**config.mk**
```make
export PLATFORM = sky130hd
export DESIGN_NAME = atm_teclado_flat
export DESIGN_NICKNAME = d
export VERILOG_FILES = /design/src/rtl/atm_teclado_if.sv /design/src/rtl/atm_teclado.sv /design/src/flat_wrapper.sv
export SDC_FILE = /design/constraint.sdc
export NUM_CORES = 1
export LEC_CHECK = 0
export BUFFER_PORTS_ARGS = -buffer_cell sky130_fd_sc_hd__buf_2
export CAP_MARGIN = 20
export CORE_MARGIN = 1.5
export CORE_UTILIZATION = 30
export DETAILED_ROUTE_END_ITERATION = 8
export PLACE_DENSITY = 0.53
export SYNTH_ARGS = -nofsm -noshare
export SYNTH_HDL_FRONTEND = slang
export SYNTH_SLANG_ARGS = --single-unit
```
**constraint.sdc**
```tcl
create_clock -name CLK -period 5.4 [get_ports CLK]
set_input_delay 0.54 -clock CLK [delete_from_list [all_inputs] [get_ports CLK]]
set_output_delay 0.54 -clock CLK [all_outputs]
set_load 0.02 [all_outputs]
```
**src/rtl/atm_teclado_if.sv**
```systemverilog
// Keypad front-end bus: raw keypad inputs and mode select toward the DUT,
// the PIN digit and the committed amount back toward the ATM controller.
interface atm_teclado_if;
   logic        TECLA_ACTIVA;
   logic [3:0]  TECLA;
   logic        MODO_MONTO;
   logic [3:0]  DIGITO;
   logic        DIGITO_STB;
   logic [31:0] MONTO;
   logic        MONTO_STB;
   logic        MONTO_DESBORDE;

   modport master (
      output TECLA_ACTIVA, TECLA, MODO_MONTO,
      input  DIGITO, DIGITO_STB, MONTO, MONTO_STB, MONTO_DESBORDE
   );

   modport slave (
      input  TECLA_ACTIVA, TECLA, MODO_MONTO,
      output DIGITO, DIGITO_STB, MONTO, MONTO_STB, MONTO_DESBORDE
   );
endinterface

```
**src/rtl/atm_teclado.sv**
```systemverilog
// Keypad front-end: debounces raw presses and turns each accepted key into
// a PIN digit strobe or an accumulated decimal amount committed on ENTER.
module atm_teclado #(
   parameter int unsigned DEBOUNCE_CYCLES = 4,
   parameter int unsigned MAX_DIGITS      = 9
) (
   input  logic         CLK,
   input  logic         RESET,
   atm_teclado_if.slave kp
);
   localparam int unsigned CNT_W     = $clog2(DEBOUNCE_CYCLES + 1);
   localparam int unsigned DIG_W     = $clog2(MAX_DIGITS + 1);
   localparam logic [3:0]  KEY_ENTER = 4'hA;
   localparam logic [3:0]  KEY_CLEAR = 4'hB;

   typedef enum logic [1:0] {INACTIVA, REBOTE, SOSTENIDA, LIBERACION} state_e;

   state_e           state_q, state_d;
   logic [CNT_W-1:0] cnt_q, cnt_d, cnt_inc_c;
   logic [3:0]       code_q, code_d;
   logic             cnt_done_c, same_key_c, event_c;

   logic [3:0]       digito_q, digito_d;
   logic             digito_stb_q, digito_stb_d;
   logic [31:0]      monto_q, monto_d;
   logic             monto_stb_q, monto_stb_d;
   logic             desborde_q, desborde_d;
   logic [31:0]      acc_q, acc_d;
   logic [DIG_W-1:0] ndig_q, ndig_d;
   logic             modo_q, modo_d;
   logic             mode_chg_c, is_digit_c;

   assign cnt_inc_c  = cnt_q + CNT_W'(1);
   assign cnt_done_c = (cnt_inc_c == CNT_W'(DEBOUNCE_CYCLES));
   assign same_key_c = kp.TECLA_ACTIVA && (kp.TECLA == code_q);
   assign mode_chg_c = (kp.MODO_MONTO != modo_q);
   assign is_digit_c = (code_q < 4'd10);

   // Key FSM state register
   always_ff @(posedge CLK) begin
      if (!RESET) begin
         state_q <= INACTIVA;
         cnt_q   <= '0;
         code_q  <= '0;
      end else begin
         state_q <= state_d;
         cnt_q   <= cnt_d;
         code_q  <= code_d;
      end
   end

   // Key FSM next state: press debounce, hold without repeat, release debounce
   always_comb begin
      state_d = state_q;
      cnt_d   = cnt_q;
      code_d  = code_q;
      unique case (state_q)
         INACTIVA: begin
            if (kp.TECLA_ACTIVA) begin
               code_d  = kp.TECLA;
               cnt_d   = CNT_W'(1);
               state_d = REBOTE;
            end
         end
         REBOTE: begin
            if (!same_key_c) begin
               cnt_d   = '0;
               state_d = INACTIVA;
            end else begin
               cnt_d = cnt_inc_c;
               if (cnt_done_c) state_d = SOSTENIDA;
            end
         end
         SOSTENIDA: begin
            if (!kp.TECLA_ACTIVA) begin
               cnt_d   = CNT_W'(1);
               state_d = LIBERACION;
            end
         end
         LIBERACION: begin
            if (kp.TECLA_ACTIVA) begin
               cnt_d = '0;
            end else begin
               cnt_d = cnt_inc_c;
               if (cnt_done_c) state_d = INACTIVA;
            end
         end
      endcase
   end

   // Key FSM output: one event on the edge the press is accepted
   always_comb begin
      event_c = 1'b0;
      if ((state_q == REBOTE) && same_key_c && cnt_done_c) event_c = 1'b1;
   end

   // Event handling; a mode change coinciding with an event is deferred one edge
   always_comb begin
      digito_d     = digito_q;
      digito_stb_d = 1'b0;
      monto_d      = monto_q;
      monto_stb_d  = 1'b0;
      desborde_d   = desborde_q;
      acc_d        = acc_q;
      ndig_d       = ndig_q;
      modo_d       = kp.MODO_MONTO;
      if (event_c) begin
         if (mode_chg_c) modo_d = modo_q;
         if (!kp.MODO_MONTO) begin
            if (is_digit_c) begin
               digito_d     = code_q;
               digito_stb_d = 1'b1;
            end
         end else if (is_digit_c) begin
            if (ndig_q < DIG_W'(MAX_DIGITS)) begin
               acc_d  = acc_q * 32'd10 + 32'(code_q);
               ndig_d = ndig_q + DIG_W'(1);
            end else begin
               desborde_d = 1'b1;
            end
         end else if (code_q == KEY_ENTER) begin
            if (ndig_q != '0) begin
               monto_d     = acc_q;
               monto_stb_d = 1'b1;
               acc_d       = '0;
               ndig_d      = '0;
               desborde_d  = 1'b0;
            end
         end else if (code_q == KEY_CLEAR) begin
            acc_d      = '0;
            ndig_d     = '0;
            desborde_d = 1'b0;
         end
      end else if (mode_chg_c) begin
         acc_d      = '0;
         ndig_d     = '0;
         desborde_d = 1'b0;
      end
   end

   always_ff @(posedge CLK) begin
      if (!RESET) begin
         digito_q     <= '0;
         digito_stb_q <= 1'b0;
         monto_q      <= '0;
         monto_stb_q  <= 1'b0;
         desborde_q   <= 1'b0;
         acc_q        <= '0;
         ndig_q       <= '0;
         modo_q       <= 1'b0;
      end else begin
         digito_q     <= digito_d;
         digito_stb_q <= digito_stb_d;
         monto_q      <= monto_d;
         monto_stb_q  <= monto_stb_d;
         desborde_q   <= desborde_d;
         acc_q        <= acc_d;
         ndig_q       <= ndig_d;
         modo_q       <= modo_d;
      end
   end

   assign kp.DIGITO         = digito_q;
   assign kp.DIGITO_STB     = digito_stb_q;
   assign kp.MONTO          = monto_q;
   assign kp.MONTO_STB      = monto_stb_q;
   assign kp.MONTO_DESBORDE = desborde_q;

endmodule

```
**src/flat_wrapper.sv**
```systemverilog
// flat-port wrapper written by rule: the top's interface ports become plain ports
module atm_teclado_flat 
#(
   parameter int unsigned DEBOUNCE_CYCLES = 4,
   parameter int unsigned MAX_DIGITS      = 9
)
  (CLK, RESET, kp_TECLA_ACTIVA, kp_TECLA, kp_MODO_MONTO, kp_DIGITO, kp_DIGITO_STB, kp_MONTO, kp_MONTO_STB, kp_MONTO_DESBORDE);
  atm_teclado_if kp_i ();
  input  logic CLK;
  input  logic RESET;
  input wire logic [$bits(kp_i.TECLA_ACTIVA)-1:0] kp_TECLA_ACTIVA;
  input wire logic [$bits(kp_i.TECLA)-1:0] kp_TECLA;
  input wire logic [$bits(kp_i.MODO_MONTO)-1:0] kp_MODO_MONTO;
  output wire logic [$bits(kp_i.DIGITO)-1:0] kp_DIGITO;
  output wire logic [$bits(kp_i.DIGITO_STB)-1:0] kp_DIGITO_STB;
  output wire logic [$bits(kp_i.MONTO)-1:0] kp_MONTO;
  output wire logic [$bits(kp_i.MONTO_STB)-1:0] kp_MONTO_STB;
  output wire logic [$bits(kp_i.MONTO_DESBORDE)-1:0] kp_MONTO_DESBORDE;
  assign kp_i.TECLA_ACTIVA = kp_TECLA_ACTIVA;
  assign kp_i.TECLA = kp_TECLA;
  assign kp_i.MODO_MONTO = kp_MODO_MONTO;
  assign kp_DIGITO = kp_i.DIGITO;
  assign kp_DIGITO_STB = kp_i.DIGITO_STB;
  assign kp_MONTO = kp_i.MONTO;
  assign kp_MONTO_STB = kp_i.MONTO_STB;
  assign kp_MONTO_DESBORDE = kp_i.MONTO_DESBORDE;
  atm_teclado #(.DEBOUNCE_CYCLES(DEBOUNCE_CYCLES), .MAX_DIGITS(MAX_DIGITS)) u_core (.CLK(CLK), .RESET(RESET), .kp(kp_i));
endmodule
```
# [Word level (Yosys, flattened, before mapping)]
# Cells that the tools add are included.
[op_classes] mux=41 add_sub_neg=3 order_cmp=2 n_eq_ne=19 mul=1 bitwise=5 n_reduce_logical=15
[ops] cell="$mux W32" count=8
[ops] cell="$add A32 B4 Y32" count=1
[ops] cell="$mul A32 B3 Y31 const B" count=1
[ops] cell="$mux W4" count=8
[ops] cell="$reduce_and A5 Y1" count=4
[ops] cell="$mux W1" count=13
[ops] cell="$mux W2" count=6
[ops] cell="$mux W3" count=4
[ops] cell="$pmux W3 S4" count=1
[ops] cell="$ne A2 B2 Y1 const B" count=5
[ops] cell="$eq A4 B4 Y1 const B" count=2
[ops] cell="$lt A4 B4 Y1 const B" count=2
[ops] cell="$ne A4 B4 Y1 const B" count=2
[ops] cell="$pmux W2 S4" count=1
[ops] cell="$ne A3 B3 Y1 const B" count=2
[ops] cell="$not A1 Y1" count=5
[ops] cell="$reduce_or A5 Y1" count=1
[ops] cell="$add A4 B1 Y4 const B" count=1
[ops] cell="$eq A2 B2 Y1 const B" count=2
[ops] cell="$eq A4 B4 Y1" count=1
[ops] cell="$reduce_and A2 Y1" count=2
[ops] cell="$reduce_bool A4 Y1" count=1
[ops] cell="$add A3 B1 Y3 const B" count=1
[ops] cell="$eq A3 B3 Y1 const B" count=1
[ops] cell="9 further kinds" count=11
[totals] elab_cells=97 out_inout_bits=39 regBits=85 inputBits=8

# [Depth between registers and ports, before layout]
[depth] word_depth=7 depth_mapped=13 depth_no_buf=12

# [Worst setup path before layout]
# Ideal clock, no wire load.
[synth_timing] path_kind="flip-flop to flip-flop" start="reg u_core.acc_q[1]" end="reg u_core.acc_q[30]" path_stages_with_launch=13 arrival_ns=3.408 t_required_ns=5.280 n_path_buf=0 setup_slack_ns=1.873 period_less_slack_ns=3.527 setup_ns=0.120 cell_sequence="dfxtp_1 -> ha_1 -> ha_1 -> fa_1 -> a21o_1 -> a221oi_4 -> o211ai_1 -> a41oi_1 -> xnor2_1 -> nand4_2 -> nor3_2 -> a211oi_1 -> a211o_1"
[synth_between] elab_chain_len=6
[synth_rtl] item="start: declaration" line_no="atm_teclado.sv:28" source="logic [31:0] acc_q, acc_d;"
[synth_rtl] item="start signal: assignment" line_no="atm_teclado.sv:148" source="acc_q <= '0;"
[synth_rtl] item="start signal: assignment" line_no="atm_teclado.sv:157" source="acc_q <= acc_d;"
[synth_rtl] item="$mul A32 B3 Y31" line_no="atm_teclado.sv:116" source="acc_d = acc_q * 32'd10 + 32'(code_q);"
[synth_rtl] item="$add A32 B4 Y32" line_no="atm_teclado.sv:116"
[synth_rtl] item="$mux W32" line_no="atm_teclado.sv:115" source="if (ndig_q < DIG_W'(MAX_DIGITS)) begin"
[synth_rtl] item="$mux W32" line_no="atm_teclado.sv:114" source="end else if (is_digit_c) begin"
[synth_rtl] item="$mux W32" line_no="atm_teclado.sv:109" source="if (!kp.MODO_MONTO) begin"
[synth_rtl] item="$mux W32" line_no="atm_teclado.sv:107" source="if (event_c) begin"
# Every way passes these cells. The select of a mux whose other input is x is not followed.
# A chain may end at the register's enable or synchronous reset.

# [Worst setup path in the final report]
[layout_timing] start="reg u_core.acc_q[1]" end="reg u_core.acc_q[31]"
# The elaborated chain is that of the path after synthesis.

==> out/metrics.yaml <==
status: "completed"
clk_pin_slew_ns: 0.06
n_antenna_cell: 0
fillers: 2218
port-buffer-count: 46
post-cts-setup-buffer-count: 0
timing.rr.start: "u_core.acc_q[1]$_SDFFE_PN0P_"
dr.pass1.iters: 5
setup_tns_ns: 0
drv_slew: 0
period_share_pct: 75.4
synthCells: 757
num_rows: 52
max_stage_delay_ns: 0.65
grt_start_max_net_pins: 78
cp-start-kind: "flip-flop"
synth_area_um2: 6230
synth_ff_type: "dfxtp_1"
overflow: 0
worstPathRequired_ns: 5.63
initial_utilization_pct: 30.7
holdPathEnd: "u_core.kp.MONTO[29]$_SDFFE_PN0P_"
first_global_vias: 5212
drc_errors: 0
p_leak_uw: 0.00285
grt.total_usage_pct: 15.4
endpoint_kind: "flip-flop"
synthMuxAreaShare_pct: 1.45
yosysWarnings: 0
cts-root-buf: "clkbuf_16"
clock-skew-final_ns: 0.00790
synth_nets: 829
synth_edf_count: 0
cts.sinks: 85
cts_hold_buf: 0
via_per_inst: 5.06
async_reset_ff_share_pct: 0
fin_nets: 855
grt_pass1_wl_mm: 27.3
hp-class: "reg2reg"
cap_violations: 0
critPathKind: "reg2reg"
avgRoutedWirePerCell_um: 15.1
crit_path_max_fanout: 9
p_per_area_nw_per_um2: 194
vias: 5354
synth_top_family_by_area: "simple AND/OR/NAND/NOR gates"
worst_pin_slew_ns: 0.883
cts_resized: 0
ys_seq_elements: 85
hp-start: "u_core.kp.MONTO[29]$_SDFFE_PN0P_"
min_path_cells: 2
design.core.area_um2: 20300
crit_top_cell: "ha_1"
fp.dieH_um: 147
drt-initial-drc-count: 277
sequential_cell_area_um2: 1700
rr_worst_depth: 12
synthToLayoutAreaGrowth_pct: 12.6
ys_seq_area_share_pct: 27.3
power.total_uw: 1360
rrSetupSlack_ns: 1.33
crit_slowest_cell: "nor3b_1"
die_area_um2: 21600
ir_worst_vdd_v: 0.000139
yosys.area_share.simple_pct: 24.7
die_width_um: 147
cts_tree: "done"
report.final.hold_viol_count: 0
finalSetupViolations: 0
numCtsBuffers: 9
ys_types: 73
period_needed_ns: 4.07
clock_latency_ns: 0.34
synth_fa_ha_area_share_pct: 13.1
synth_area_per_cell_um2: 8.23
multi_input_area_um2: 4320
rsz0062_at_grt: "no"
pin_count: 47
synth-xor-area-share_pct: 7.17
antenna_found_initial: 0
relSlewSlack_pct: 40.6
drive_gt1_share_pct: 11.0
h-tree-depth: 3
gp_congestion: 0.870
hpwl_mm: 12.0
totalWireLength_mm: 16.0
synth_compound_area_share_pct: 22.9
cp.arrival_ns: 4.30
timing.rr.end: "u_core.acc_q[31]$_SDFFE_PN0P_"
clock.fmax_mhz: 245
ant_nets: 0
crit_chain: "ha_1, ha_1, fa_1, a21o_1, a221oi_4, o21ai_0, xnor2_1, nor3b_1, nand4_1, nor4_1, a211o_1, nand3_1"
cts_max_path_buffers: 2
-- cell families (layout without fill, tap and decap cells) --
kind of cell | Yosys count | in the layout
AO/OA/AOI/OAI | 204 | 204
XOR/XNOR | 51 | 51
adder cells (fa/ha/maj) | 64 | 64
buffers and inverters | 53 | 84
flip-flops | 85 | 85
multiplexers | 9 | 9
AND/OR/NAND/NOR | 291 | 291
-- state kept, by name (all words and copies together) (netlist names), named ones only --
register / flops
u_core.kp.MONTO_STB: 1
u_core.modo_q: 1
u_core.kp.DIGITO_STB: 1
u_core.kp.DIGITO: 4
u_core.cnt_q: 3
u_core.kp.MONTO: 32
u_core.kp.MONTO_DESBORDE: 1
u_core.state_q: 1
u_core.code_q: 4
u_core.acc_q: 32
u_core.ndig_q: 4
-- synthesized netlist by cell type (all sizes together) (9+ instances only) --
cell	instances	area (um2)
a21oi	34	174
dfxtp	85	1700
xnor2	30	263
nor2	35	131
inv	18	67.6
a22oi	17	128
buf	11	53.8
nor3	21	115
nand2	114	428
a21boi	41	308
clkbuf	24	90.1
o21ai	42	214
a21o	12	90.1
nand4	10	81.3
nor2b	34	213
ha	62	776
xor2	21	184
mux2i	9	90.1
nand3	17	85.1
-- placed cells by master (no fill, tap or decap), types with 9 or more instances in the layout --
master,count
nor3_1,19
buf_2,46
mux2i_1,9
a21o_1,12
xnor2_1,30
a21boi_0,41
o21ai_1,9
a22oi_1,17
a21oi_1,33
nand3_1,17
nand2_1,114
dfxtp_1,85
xor2_1,21
nor2b_1,34
clkbuf_16,9
inv_1,18
nor2_1,35
o21ai_0,32
ha_1,62
-- area by class of cell --
class	count	area share [%]
Clock buffer	11	3.46
Clock inverter	5	1.18
Inverter	18	0.964
Multi-Input combinational cell	619	61.6
Sequential cell	85	24.3
Tap cell	270	4.82
Timing Repair Buffer	50	3.71
-- worst max-delay path: cells and delay by family (launching register included) --
kind | cells | cell delay [ns]
compound gates | 4 | 1.09
fa+ha+maj | 3 | 0.94
flops | 1 | 0.42
simple gates | 4 | 1.30
xor+xnor | 1 | 0.21
-- where the power goes --
| group | internal, uW | switching [uW] | leakage, uW |
|---|---|---|---|
| logic | 19.7 | 28.6 | 0.00201 |
| clock network | 420 | 257 | 0.000160 |
| registers | 630 | 6.89 | 0.000686 |
-- per-layer routing --
layer	routed length (um)	GRT usage (%)	vias to the layer above	share of wire [%]
met1	8360	21.9	2479	52
li1	-	-	2794	-
met4	229	3.70	0	1.4
met2	7050	24.2	66	44
met3	377	2.55	15	2.4
met5	0	0	-	0
-- stage by stage --
| stage | utilization, % | instance area, um2 | hold slack (ns) | setup WS (ns) | cells |
|---|---|---|---|---|---|
| final | 34.5 | 7010 | 0.458 | 1.33 | 1058 |
| after global routing | 34.5 | 7010 | 0.487 | 1.03 | 1058 |
| after CTS | 34.5 | 7010 | 0.463 | 1.37 | 1058 |
| after detailed placement | 32.9 | 6690 | 0.455 | 1.39 | 1042 |
| after global placement | 32.9 | 6690 | 0.449 | 1.47 | 1042 |
| after floorplan | - | 6230 | 0.425 | 1.87 | 757 |
-- how the worst max path moves through the flow --
stage                                     to  depth (start not counted)                         start
6_report       u_core.acc_q[31]$_SDFFE_PN0P_                         12  u_core.acc_q[1]$_SDFFE_PN0P_
5_1_grt        u_core.acc_q[27]$_SDFFE_PN0P_                         11  u_core.acc_q[1]$_SDFFE_PN0P_
4_1_cts        u_core.acc_q[31]$_SDFFE_PN0P_                         12  u_core.acc_q[1]$_SDFFE_PN0P_
3_5_place_dp   u_core.acc_q[31]$_SDFFE_PN0P_                         12  u_core.acc_q[1]$_SDFFE_PN0P_
3_3_place_gp   u_core.acc_q[31]$_SDFFE_PN0P_                         12  u_core.acc_q[1]$_SDFFE_PN0P_
2_1_floorplan  u_core.acc_q[30]$_SDFFE_PN0P_                         12  u_core.acc_q[1]$_SDFFE_PN0P_
No activity file was read; power rests on OpenSTA's default activity.
